==> config.mk <==
export PLATFORM = sky130hd
export DESIGN_NAME = moo_ccm_ctl_flat
export DESIGN_NICKNAME = d
export VERILOG_FILES = /design/src/rtl/moo_ccm_ctl_if.sv /design/src/rtl/moo_ccm_ctl.sv /design/src/flat_wrapper.sv
export SDC_FILE = /design/constraint.sdc
export NUM_CORES = 1
export LEC_CHECK = 0
export ABC_AREA = 0
export CORE_MARGIN = 1
export CORE_UTILIZATION = 59
export CTS_CLUSTER_SIZE = 14
export DETAILED_ROUTE_END_ITERATION = 8
export GPL_TIMING_DRIVEN = 0
export PLACE_DENSITY = 0.86
export RECOVER_POWER = 100
export SYNTH_ARGS = -nofsm -noshare
export SYNTH_HDL_FRONTEND = slang
export SYNTH_SLANG_ARGS = --single-unit
==> constraint.sdc <==
create_clock -name clk -period 5 [get_ports clk]
set_input_delay 0.5 -clock clk [delete_from_list [all_inputs] [get_ports clk]]
set_output_delay 0.5 -clock clk [all_outputs]
set_load 0.01 [all_outputs]
==> src/rtl/moo_ccm_ctl_if.sv <==
// rtl/moo_ccm_ctl_if.sv - control/handshake bundle between the CCM MAC sequencer and its environment
interface moo_ccm_ctl_if;
  logic        clr_core;
  logic        start;
  logic        abort;
  logic        dec_mode;
  logic [31:0] size_msg;
  logic        ecb_done;
  logic        blk_vld;
  logic [1:0]  ccm_d_op;
  logic        ccm_d_en;
  logic        ccm_d_clr;
  logic        msg_done;
  logic        ecb_start;
  logic        blk_ack;
  logic        mac_done;
  logic        busy;

  // environment side: issues commands, ECB completions and message blocks
  modport master (
    output clr_core, start, abort, dec_mode, size_msg, ecb_done, blk_vld,
    input  ccm_d_op, ccm_d_en, ccm_d_clr, msg_done, ecb_start, blk_ack, mac_done, busy
  );

  // controller side
  modport slave (
    input  clr_core, start, abort, dec_mode, size_msg, ecb_done, blk_vld,
    output ccm_d_op, ccm_d_en, ccm_d_clr, msg_done, ecb_start, blk_ack, mac_done, busy
  );
endinterface

==> src/rtl/moo_ccm_ctl.sv <==
// rtl/moo_ccm_ctl.sv - CCM MAC pass sequencer (B0 load, ECB rounds, message block loads)
module moo_ccm_ctl (
  input  logic           clk,
  input  logic           rst_n,
  moo_ccm_ctl_if.slave   bus
);

  typedef enum logic [2:0] {
    IDLE     = 3'd0,
    LD_B0    = 3'd1,
    ECB_GO   = 3'd2,
    ECB_WAIT = 3'd3,
    LD_ECB   = 3'd4,
    MSG_WAIT = 3'd5,
    LD_MSG   = 3'd6,
    DONE     = 3'd7
  } state_t;

  localparam logic [1:0] OP_B0  = 2'b00;
  localparam logic [1:0] OP_ECB = 2'b01;
  localparam logic [1:0] OP_DEC = 2'b10;
  localparam logic [1:0] OP_ENC = 2'b11;

  state_t      state;
  logic [28:0] cnt;
  logic        dec_q;
  logic [28:0] nblk;

  // block count rounds a partial trailing block up to a whole one
  assign nblk = {1'b0, bus.size_msg[31:4]} + {28'd0, (bus.size_msg[3:0] != 4'd0)};

  // Sequencer: every output is registered alongside the state it belongs to,
  // so each branch loads the output values of the state it moves into.
  always_ff @(posedge clk or negedge rst_n) begin
    if (!rst_n) begin
      state         <= IDLE;
      cnt           <= '0;
      dec_q         <= 1'b0;
      bus.ccm_d_op  <= OP_B0;
      bus.ccm_d_en  <= 1'b0;
      bus.ccm_d_clr <= 1'b0;
      bus.msg_done  <= 1'b0;
      bus.ecb_start <= 1'b0;
      bus.blk_ack   <= 1'b0;
      bus.mac_done  <= 1'b0;
      bus.busy      <= 1'b0;
    end else begin
      bus.ccm_d_op  <= OP_B0;
      bus.ccm_d_en  <= 1'b0;
      bus.ccm_d_clr <= 1'b0;
      bus.msg_done  <= 1'b0;
      bus.ecb_start <= 1'b0;
      bus.blk_ack   <= 1'b0;
      bus.mac_done  <= 1'b0;
      if (bus.clr_core) begin
        // datapath clears itself on clr_core, so no ccm_d_clr here
        state    <= IDLE;
        cnt      <= '0;
        bus.busy <= 1'b0;
      end else if (bus.abort && (state != IDLE)) begin
        state         <= IDLE;
        cnt           <= '0;
        bus.ccm_d_clr <= 1'b1;
        bus.busy      <= 1'b0;
      end else begin
        unique case (state)
          IDLE: begin
            if (bus.start) begin
              state        <= LD_B0;
              dec_q        <= bus.dec_mode;
              cnt          <= nblk;
              bus.ccm_d_en <= 1'b1;
              bus.busy     <= 1'b1;
            end
          end
          LD_B0: begin
            state         <= ECB_GO;
            bus.ecb_start <= 1'b1;
          end
          ECB_GO: begin
            state <= ECB_WAIT;
          end
          ECB_WAIT: begin
            if (bus.ecb_done) begin
              state        <= LD_ECB;
              bus.ccm_d_op <= OP_ECB;
              bus.ccm_d_en <= 1'b1;
            end
          end
          LD_ECB: begin
            if (cnt == '0) begin
              state        <= DONE;
              bus.mac_done <= 1'b1;
            end else begin
              state        <= MSG_WAIT;
              bus.msg_done <= (cnt == 29'd1);
            end
          end
          MSG_WAIT: begin
            bus.msg_done <= (cnt == 29'd1);
            if (bus.blk_vld) begin
              state        <= LD_MSG;
              bus.ccm_d_op <= dec_q ? OP_DEC : OP_ENC;
              bus.ccm_d_en <= 1'b1;
              bus.blk_ack  <= 1'b1;
            end
          end
          LD_MSG: begin
            state         <= ECB_GO;
            cnt           <= cnt - 29'd1;
            bus.ecb_start <= 1'b1;
          end
          DONE: begin
            state    <= IDLE;
            bus.busy <= 1'b0;
          end
          default: begin
            state    <= IDLE;
            bus.busy <= 1'b0;
          end
        endcase
      end
    end
  end

endmodule

==> src/flat_wrapper.sv <==
// flat-port wrapper written by rule: the top's interface ports become plain ports
module moo_ccm_ctl_flat 
  (clk, rst_n, bus_clr_core, bus_start, bus_abort, bus_dec_mode, bus_size_msg, bus_ecb_done, bus_blk_vld, bus_ccm_d_op, bus_ccm_d_en, bus_ccm_d_clr, bus_msg_done, bus_ecb_start, bus_blk_ack, bus_mac_done, bus_busy);
  moo_ccm_ctl_if bus_i ();
  input  logic clk;
  input  logic rst_n;
  input wire logic [$bits(bus_i.clr_core)-1:0] bus_clr_core;
  input wire logic [$bits(bus_i.start)-1:0] bus_start;
  input wire logic [$bits(bus_i.abort)-1:0] bus_abort;
  input wire logic [$bits(bus_i.dec_mode)-1:0] bus_dec_mode;
  input wire logic [$bits(bus_i.size_msg)-1:0] bus_size_msg;
  input wire logic [$bits(bus_i.ecb_done)-1:0] bus_ecb_done;
  input wire logic [$bits(bus_i.blk_vld)-1:0] bus_blk_vld;
  output wire logic [$bits(bus_i.ccm_d_op)-1:0] bus_ccm_d_op;
  output wire logic [$bits(bus_i.ccm_d_en)-1:0] bus_ccm_d_en;
  output wire logic [$bits(bus_i.ccm_d_clr)-1:0] bus_ccm_d_clr;
  output wire logic [$bits(bus_i.msg_done)-1:0] bus_msg_done;
  output wire logic [$bits(bus_i.ecb_start)-1:0] bus_ecb_start;
  output wire logic [$bits(bus_i.blk_ack)-1:0] bus_blk_ack;
  output wire logic [$bits(bus_i.mac_done)-1:0] bus_mac_done;
  output wire logic [$bits(bus_i.busy)-1:0] bus_busy;
  assign bus_i.clr_core = bus_clr_core;
  assign bus_i.start = bus_start;
  assign bus_i.abort = bus_abort;
  assign bus_i.dec_mode = bus_dec_mode;
  assign bus_i.size_msg = bus_size_msg;
  assign bus_i.ecb_done = bus_ecb_done;
  assign bus_i.blk_vld = bus_blk_vld;
  assign bus_ccm_d_op = bus_i.ccm_d_op;
  assign bus_ccm_d_en = bus_i.ccm_d_en;
  assign bus_ccm_d_clr = bus_i.ccm_d_clr;
  assign bus_msg_done = bus_i.msg_done;
  assign bus_ecb_start = bus_i.ecb_start;
  assign bus_blk_ack = bus_i.blk_ack;
  assign bus_mac_done = bus_i.mac_done;
  assign bus_busy = bus_i.busy;
  moo_ccm_ctl u_core (.clk(clk), .rst_n(rst_n), .bus(bus_i));
endmodule
# Word level (Yosys, flattened, before mapping)
# Cells that the tools add are included.
# word_totals
ff_bits,42
inputBits,40
wordCells,81
# classes
n_addsub,2
n_mux,43
bitwise_logic,2
n_reduce_logical,12
n_eq_ne,11
# ops
operator,count
29-bit two-way mux,3
29-bit case mux with 2 select lines,1
28-bit by 1-bit adder with 29-bit output,1
"29-bit by 1-bit equality test with 1-bit output, second input constant",1
29-bit zero test,1
"29-bit by 1-bit subtractor with 29-bit output, second input constant",1
1-bit two-way mux,25
3-bit case mux with 7 select lines,1
3-bit two-way mux,5
"3-bit equality test, second input constant",4
"4-bit by 3-bit != test with 1-bit output, second input constant",3
4-bit nonzero test,3
2-bit two-way mux,4
"3-bit by 2-bit equality test with 1-bit output, second input constant",2
1-bit case mux with 2 select lines,2
2-bit case mux with 2 select lines,1
2-bit AND reduction,2
4-bit AND reduction,1
"3-bit by 1-bit equality test with 1-bit output, second input constant",1
3-bit zero test,1
1-bit case mux with 3 select lines,1
3-bit AND reduction,1
3-bit nonzero test,1
1-bit NOT,2
other kinds (2),2

# Depth between registers and ports, before layout
# Gate-level depths: netlist (run 1).
# logic_depth
word_depth,6
depth_mapped,8

# Worst setup path before layout (run 1)
# OpenSTA, ideal clock, no wires.
# synth_timing
path_kind,in2reg
from,input port bus_size_msg[1]
to,register u_core.cnt[22]
setup_slack_ns,2.745
stages,8
setup_ns,0.134
arrival_time_ns,2.121
n_path_buf,0
cell_sequence,or4_1 ha_1 ha_1 nand4_1 nor2_1 and3_1 xnor2_1 o211ai_1
# synth_between
elab_chain_cells,6
# synth_lines
element,line,source
"start, declared",flat_wrapper.sv:11,input wire logic [$bits(bus_i.size_msg)-1:0] bus_size_msg;
4-bit nonzero test,moo_ccm_ctl.sv:30,"assign nblk = {1'b0, bus.size_msg[31:4]} + {28'd0, (bus.size_msg[3:0] != 4'd0)};"
28-bit by 1-bit adder with 29-bit output,moo_ccm_ctl.sv:30,
29-bit two-way mux,moo_ccm_ctl.sv:68,if (bus.start) begin
29-bit case mux with 2 select lines,moo_ccm_ctl.sv:66,unique case (state)
29-bit two-way mux,moo_ccm_ctl.sv:60,end else if (bus.abort && (state != IDLE)) begin
29-bit two-way mux,moo_ccm_ctl.sv:55,if (bus.clr_core) begin
"end signal, assigned",moo_ccm_ctl.sv:71,cnt <= nblk;
"end signal, assigned",moo_ccm_ctl.sv:110,cnt <= cnt - 29'd1;
"end, declared",moo_ccm_ctl.sv:25,logic [28:0] cnt;
# No other way between the ends. The select of a mux whose other input is x is not followed.
# A chain may end at the register's enable or synchronous reset.

# Worst setup path after layout (run 1)
# layout_timing
from,input port bus_size_msg[1]
to,register u_core.cnt[27]
# The elaborated chain is that of the path after synthesis.

==> impl_summary.log, run 1 <==
[metrics] leading post-synthesis cells by cell area: dfrtp_1 (33%), o21ai_0 (6.5%), nor2_1 (5.6%)
[metrics] Slew Viols, Final: 0
[metrics] number of unique standard cell types used by synthesis: 56
[metrics] Peak VDD IR: 138 µV
[metrics] total power: 1.00 mW
[metrics] post-synthesis share of cell area spent on xor and xnor gates: 6.67%
[metrics] max-capacitance violation count: 0
[metrics] Net count, final: 501
[metrics] required time of the critical path: 5230 ps
[metrics] Skew-Pair Late Insertion Delay: 310 ps
[metrics] number of DRC violations after detailed routing: 0
[metrics] post-synthesis cell count: 401
[metrics] type of the most critical hold path: input port to asynchronous set/reset pin
[metrics] H-tree depth: 2
[metrics] number of search-and-repair iterations in the first detailed-routing pass: 5
[metrics] Post-synth EDFFs: 0
[metrics] share of the cycle needed by the critical path after routing: 59.3%
[metrics] mux cell area share after synthesis: 0.317%
[metrics] number of setup violations in the final report: 0
[metrics] power density cells: 263 nW/µm²
[metrics] Row Count: 26
[metrics] element type at the critical path end: flop
[metrics] category of the critical setup timing path: input port to flop
[metrics] Max FO, Critical Path: 8
[metrics] highest-count cells in the layout ignoring fill and taps: nor2_1 (47), o21ai_0 (42), dfrtp_1 (42)
[metrics] Post CTS Setup Buffer Count: 0
[metrics] leakage power: 1.56 nW
[metrics] Die Ht: 75.1 µm
[metrics] average cell area after synthesis: 7.86 µm²
[metrics] cell chosen for the clock root: clkbuf_8
[metrics] Critical Path AT: 3190 ps
[metrics] share of the synthesized area in compound gates (AO/OA/AOI/OAI): 20.1%
[metrics] cell type with the highest occurrence count on the critical path: nand4_1
[metrics] HPWL reported at the end of detailed placement: 6500 µm
[metrics] CTS Buf Count: 5
[metrics] share of post-route cells with drive strength above 1: 5.47%
[metrics] antenna fix cells: 0
[metrics] setup skew after layout: 7.33 ps
[metrics] TritonCTS clock tree: done
[metrics] post-synthesis cell type with the largest combined area: dfrtp_1
[metrics] count of buffers from port buffering: 47
[metrics] total count of hold-check failures in the final report: 0
[metrics] netlist area before placement: 3150 µm²
[metrics] number of primary I/O pins: 49
[metrics] simple-gate portion of the synthesized area: 32.7%
[metrics] Congestion Overflow GR: 0
[metrics] number of sinks driven by the clock tree: 42
[metrics] nets in the synthesized netlist: 446
[metrics] chip width: 75.1 µm
[metrics] wire length of the first global-routing pass: 14100 µm
[metrics] adder-cell share of the synthesized area: 1.98%
[metrics] Total GRT Usage: 32.9%
[metrics] shortest period the worst path allows: 2970 ps
[metrics] routability cong.: 0.995
[metrics] setup repair after global routing missed its margin: no
[metrics] number of global-route vias before repair: 3101
[metrics] antenna violations before repair: 0
[metrics] Max Clock Freq: 337 MHz
[metrics] result of the run: completed
[metrics] Worst Tran Pin Value: 1280 ps
[metrics] number of synthesized register bits: 42
[metrics] most common library cell in the layout ignoring fill and taps: nor2_1
[metrics] Iter 0 DRT Violations: 423
[metrics] setup_tns: 0 ps
[metrics] dominant register cell in the synthesized netlist: dfrtp_1
[metrics] nature of the critical path startpoint: input port
[metrics] post-synthesis to final-layout area growth: 21.2%
[metrics] maximum count of clock buffers along a single path: 2
[metrics] slowest stage cell, crit path: nor3_1
[metrics] largest net degree at the start of global routing: 24
[metrics] hold buffer count at cts: 0
[metrics] remaining max-slew budget at the tightest pin: 14.2%
[metrics] routed length per instance: 16.8 µm
[metrics] ratio of routed vias to standard cells: 6.58
[metrics] via total after detailed routing: 3467
[metrics] sequential fraction of the synthesis area: 33.3%
[metrics] peak per-stage delay on the critical path: 1010 ps
[metrics] area share of the leading cell type in the synthesized netlist: 33.3%
[metrics] post-CTS clock slew at the launch and capture registers of the worst setup and hold paths: 90 ps
[metrics] area enclosed by the die boundary: 5640 µm²
[metrics] largest family of logic cells by synthesized area: simple AND/OR/NAND/NOR gates
[metrics] Final Routed Wirelength: 8860 µm
[metrics] initial core utilization: 61.3%
[metrics] number of warnings printed during yosys synthesis: 0
[metrics] number of nets with antenna violations after detailed routing: 0
[metrics] post-synthesis async set-or-reset flop share: 100%
[metrics] area of the core: 5140 µm²
[metrics] CP Cell Sequence: dlygate4sd3_1 > or4_1 > ha_1 > nand4_1 > nor3_1 > nand4_1 > xor2_1 > o221ai_1
[metrics] Resized cells post-CTS: 0
==> worst max-delay path: cells and delay by family <==
| kind | cells | cell delay (ps) |
|---|---|---|
| AOI/OAI and AO/OA | 1 | 160 |
| xor gates and xnor gates | 1 | 230 |
| adders and majority gates | 1 | 200 |
| buffers and inverters | 1 | 510 |
| and+or+nand+nor | 4 | 1580 |
==> registers in the layout (all words and copies together) (netlist names) <==
name and cells:
u_core.bus.busy 1, u_core.bus.ccm_d_clr 1, u_core.bus.ecb_start 1, u_core.bus.mac_done 1, u_core.bus.blk_ack 1, u_core.dec_q 1
u_core.cnt 29, u_core.bus.msg_done 1, u_core.bus.ccm_d_en 1, u_core.bus.ccm_d_op 2, u_core.state 3
==> per-layer routing <==
layer  wire, µm  global-route usage, %  up-vias
met3        971                   6.69       30
li1           -                      -     1593
met5          0                  0.926        -
met1       3450                   42.7     1610
met4        186                   13.2        0
met2       4260                   53.7      234
==> synth_stat cells (3+ instances only) <==
library cell	n
a21oi_1	29
o21a_1	3
nor2_1	47
or4_1	4
nand3b_1	3
nor3_1	17
nor3b_1	3
xor2_1	15
and4_1	3
ha_1	5
o221ai_1	6
buf_2	4
and2_1	4
o21ai_0	41
xnor2_1	9
nand3_1	22
inv_1	14
nor4_1	10
and3_1	5
dfrtp_1	42
nand2_1	27
nand4_1	17
o211ai_1	5
clkbuf_1	11
or3_1	4
a31oi_1	10
==> layout make-up <==
| type | count | area, µm² |
|---|---|---|
| Clock buffer | 5 | 68.8 |
| Timing Repair Buffer | 48 | 468 |
| Clock inverter | 3 | 68.8 |
| Tap cell | 70 | 87.6 |
| Inverter | 14 | 52.6 |
| Sequential cell | 42 | 1050 |
| Multi-Input combinational cell | 325 | 1930 |
| Fill cell | 425 | 1320 |
| Buffer | 20 | 95.1 |
==> stage by stage <==
| step | cell area [µm²] | utilization [%] | worst slack, ps | instances | hold WS [ps] |
|---|---|---|---|---|---|
| 5_1_grt | 3820 | 74.3 | 1900 | 527 | 440 |
| 3_3_place_gp | 3710 | 72.2 | 2030 | 518 | 491 |
| 2_1_floorplan | 3150 | - | 2750 | 401 | 204 |
| 3_5_place_dp | 3730 | 72.6 | 1840 | 519 | 474 |
| 6_report | 3820 | 74.3 | 2030 | 527 | 363 |
| 4_1_cts | 3870 | 75.3 | 2160 | 527 | 164 |
==> report_power, final <==
group / total, mW / switching, mW / internal [mW]
Clock: 0.333 / 0.133 / 0.200
Sequential: 0.392 / 0.0291 / 0.363
Combinational: 0.279 / 0.168 / 0.111
Total: 1.00 / 0.330 / 0.674
==> cell families after synthesis <==
logic type / after synthesis
AND/OR/NAND/NOR: 187
AO/OA/AOI/OAI: 108
flip-flops: 42
buffers and inverters: 34
XOR/XNOR: 24
adder cells (fa/ha/maj): 5
multiplexers: 1
==> worst paths after layout <==
| path | start | endpoint | slack [ps] | cells after the start |
|---|---|---|---|---|
| setup / recovery | bus_size_msg[1] | u_core.cnt[27] | 2030 | 8 |
| hold / removal | rst_n | u_core.bus.blk_ack | 360 | 1 |
| setup reg to reg | u_core.cnt[0] | u_core.cnt[28] | 2580 | 7 |
| hold reg to reg | u_core.dec_q | u_core.dec_q | 500 | 2 |
| max in group asynchronous | rst_n | u_core.cnt[19] | 2920 | 2 |
| min in group clk | u_core.dec_q | u_core.dec_q | 500 | 2 |
(Power assumes the default switching activity.)
==> run 2, diff against run 1 <==
CORE_UTILIZATION = 55   (was 59)
PLACE_DENSITY = 0.81   (was 0.86)
clock period = 2.8 ns   (was 5 ns; I/O delays follow)
==> impl_summary.log, run 2 (synthesis gave the netlist of run 1 again) <==
[metrics] Final Routed Wirelength: 8690 µm
[metrics] antenna fix cells: 0
[metrics] post-CTS clock slew at the launch and capture registers of the worst setup and hold paths: 90 ps
[metrics] TritonCTS clock tree: done
[metrics] Peak VDD IR: 231 µV
[metrics] number of inserted filler cells in the final layout: 467
[metrics] Register-to-Register Setup Slack: 360 ps
[metrics] leakage power: 1.55 nW
[metrics] Net count, final: 502
[metrics] fraction of power consumed by sequential logic: 43.1%
[metrics] Skew-Pair Late Insertion Delay: 310 ps
[metrics] register bank with the most flops: u_core.cnt
[metrics] CP Cell Sequence: dlygate4sd3_1 > and2b_1 > nand3_1 > clkbuf_1 > clkbuf_1 > a21oi_1 > o21ai_0 > o211ai_1
[metrics] net switching share of the total power: 35.2%
[metrics] Slew Viols, Final: 0
[metrics] kind of cell with the highest combined delay on the critical path: buffers and inverters
[metrics] via total after detailed routing: 3400
[metrics] area of the core: 5510 µm²
[metrics] Max Clock Freq: 385 MHz
[metrics] slowest stage cell, crit path: dlygate4sd3_1
[metrics] ratio of routed vias to standard cells: 6.42
[metrics] final worst hold slack: 329 ps
[metrics] area enclosed by the die boundary: 6040 µm²
[metrics] number of setup violations in the final report: 0
[metrics] Congestion Overflow GR: 0
[metrics] number of DRC violations after detailed routing: 0
[metrics] power density cells: 428 nW/µm²
[metrics] Row Count: 27
[metrics] Post CTS Setup Buffer Count: 0
[metrics] HPWL reported at the end of detailed placement: 6410 µm
[metrics] antenna violations before repair: 0
[metrics] cell chosen for the clock root: clkbuf_8
[metrics] chip width: 77.7 µm
[metrics] routability cong.: 0.952
[metrics] cell internal pwr: 1.05 mW
[metrics] category of the critical setup timing path: input port to flop
[metrics] max-capacitance violation count: 0
[metrics] Critical Path AT: 2770 ps
[metrics] H-tree depth: 2
[metrics] Reg area: 1050 µm²
[metrics] total count of hold-check failures in the final report: 0
[metrics] number of global-route vias before repair: 3033
[metrics] Total GRT Usage: 30.7%
[metrics] post-route core utilization: 68.8%
[metrics] maximum count of clock buffers along a single path: 2
[metrics] Iter 0 DRT Violations: 349
[metrics] share of post-route cells with drive strength above 1: 4.80%
[metrics] peak per-stage delay on the critical path: 680 ps
[metrics] largest net degree at the start of global routing: 28
[metrics] Top Registers: u_core.cnt: 29 flops, u_core.state: 3 flops, u_core.bus.ccm_d_op: 2 flops
[metrics] type of the most critical hold path: input port to flop
[metrics] max reg flops: 29
[metrics] wire length of the first global-routing pass: 14600 µm
[metrics] initial core utilization: 57.3%
[metrics] count of buffers from port buffering: 47
[metrics] CTS Buf Count: 5
[metrics] shortest period the worst path allows: 2600 ps
[metrics] Max FO, Critical Path: 10
[metrics] number of primary I/O pins: 49
[metrics] routed length per instance: 16.4 µm
[metrics] setup repair after global routing missed its margin: no
[metrics] post-synthesis to final-layout area growth: 20.1%
[metrics] result of the run: completed
[metrics] nature of the critical path startpoint: input port
[metrics] multi-input combinational cell area: 1930 µm²
[metrics] remaining max-slew budget at the tightest pin: 16.0%
[metrics] highest-count cells in the layout ignoring fill and taps: nor2_1 (47), o21ai_0 (42), dfrtp_1 (42)
[metrics] Buf/Inv on CP: 3
[metrics] number of nets with antenna violations after detailed routing: 0
[metrics] element type at the critical path end: flop
[metrics] share of power burned in combinational logic: 30.7%
[metrics] setup skew after layout: 9.89 ps
[metrics] cell type with the highest occurrence count on the critical path: clkbuf_1
[metrics] setup_tns: 0 ps
[metrics] Die Ht: 77.7 µm
[metrics] share of the cycle needed by the critical path after routing: 92.8%
[metrics] number of search-and-repair iterations in the first detailed-routing pass: 5
[metrics] clock network power share: 26.2%
[metrics] number of sinks driven by the clock tree: 42
[metrics] required time of the critical path: 2970 ps
[metrics] most common library cell in the layout ignoring fill and taps: nor2_1
[metrics] Worst Tran Pin Value: 1260 ps
[metrics] switching power of the nets: 0.570 mW
run 2: changes by cell type in the layout (fill, tap and decap cells not counted), sizes merged:
cell,previous run,this run
buf,7,4
bufinv,2,0
clkbuf,20,24
clkdlybuf4s50,35,36
clkinv,1,0
dlymetal6s4s,0,1
inv,14,15
run 2: metal layers:
| metal | GRT usage (%) | share of wire, % | wire length, µm | up-vias |
|---|---|---|---|---|
| li1 | - | - | - | 1593 |
| met2 | 51.0 | 49 | 4230 | 198 |
| met5 | 0 | 0 | 0 | - |
| met4 | 9.81 | 1.7 | 145 | 0 |
| met3 | 3.29 | 8.1 | 704 | 16 |
| met1 | 41.8 | 42 | 3610 | 1593 |
run 2: cell type report:
type | count | area share [%]
buffer | 20 | 2.21
clock buffer | 7 | 2.28
clock inverter | 1 | 0.231
inverter | 14 | 1.39
multi-input combinational | 325 | 50.9
sequential | 42 | 27.8
tap | 72 | 2.38
timing repair buffer | 49 | 12.9
run 2: final timing paths:
kind                                   endpoint       startpoint  cells after the start
max                              u_core.cnt[18]        bus_abort                      8
min                        u_core.bus.ccm_d_clr     bus_clr_core                      2
max reg2reg                       u_core.cnt[5]  u_core.state[2]                      8
min reg2reg                        u_core.dec_q     u_core.dec_q                      2
max in group asynchronous        u_core.cnt[25]            rst_n                      3
min in group asynchronous         u_core.cnt[1]            rst_n                      2
run 2: power by group through the flow:
stage / Combinational (mW) / Clock [mW] / Sequential, mW
final: 0.498 / 0.425 / 0.698
after CTS: 0.509 / 0.430 / 0.697
after global placement: 0.492 / 0 / 0.707
after detailed placement: 0.506 / 0 / 0.709
after floorplan: 0.325 / 0 / 0.698
after global routing: 0.547 / 0.452 / 0.706
run 2: timing repair:
action	CTS	global route
endpoints found under the hold margin	15	0
gates resized for setup	0	0
hold buffers	1	0
run 2: worst register-to-register path: cells and delay by family (launching register included):
family / cells / cell delay [ps]
flip-flops: 1 / 330
AND/OR/NAND/NOR: 1 / 420
AO/OA/AOI/OAI: 4 / 630
buffers and inverters: 3 / 980
run 2: stage by stage:
| step | total power [mW] | instance area [µm²] | setup WS (ps) | cells |
|---|---|---|---|---|
| after CTS | 1.64 | 3830 | 318 | 530 |
| after global placement | 1.20 | 3710 | 55.4 | 520 |
| after global routing | 1.70 | 3790 | 32.1 | 530 |
| after floorplan | 1.02 | 3150 | 765 | 401 |
| final | 1.62 | 3790 | 203 | 530 |
| after detailed placement | 1.21 | 3730 | 2.32 | 521 |
==> run 3, diff against run 2 <==
CTS_CLUSTER_SIZE = 40   (was 14)
==> results of run 3 <==
No change in the layout: final DEF, timing and power equal those of run 2.
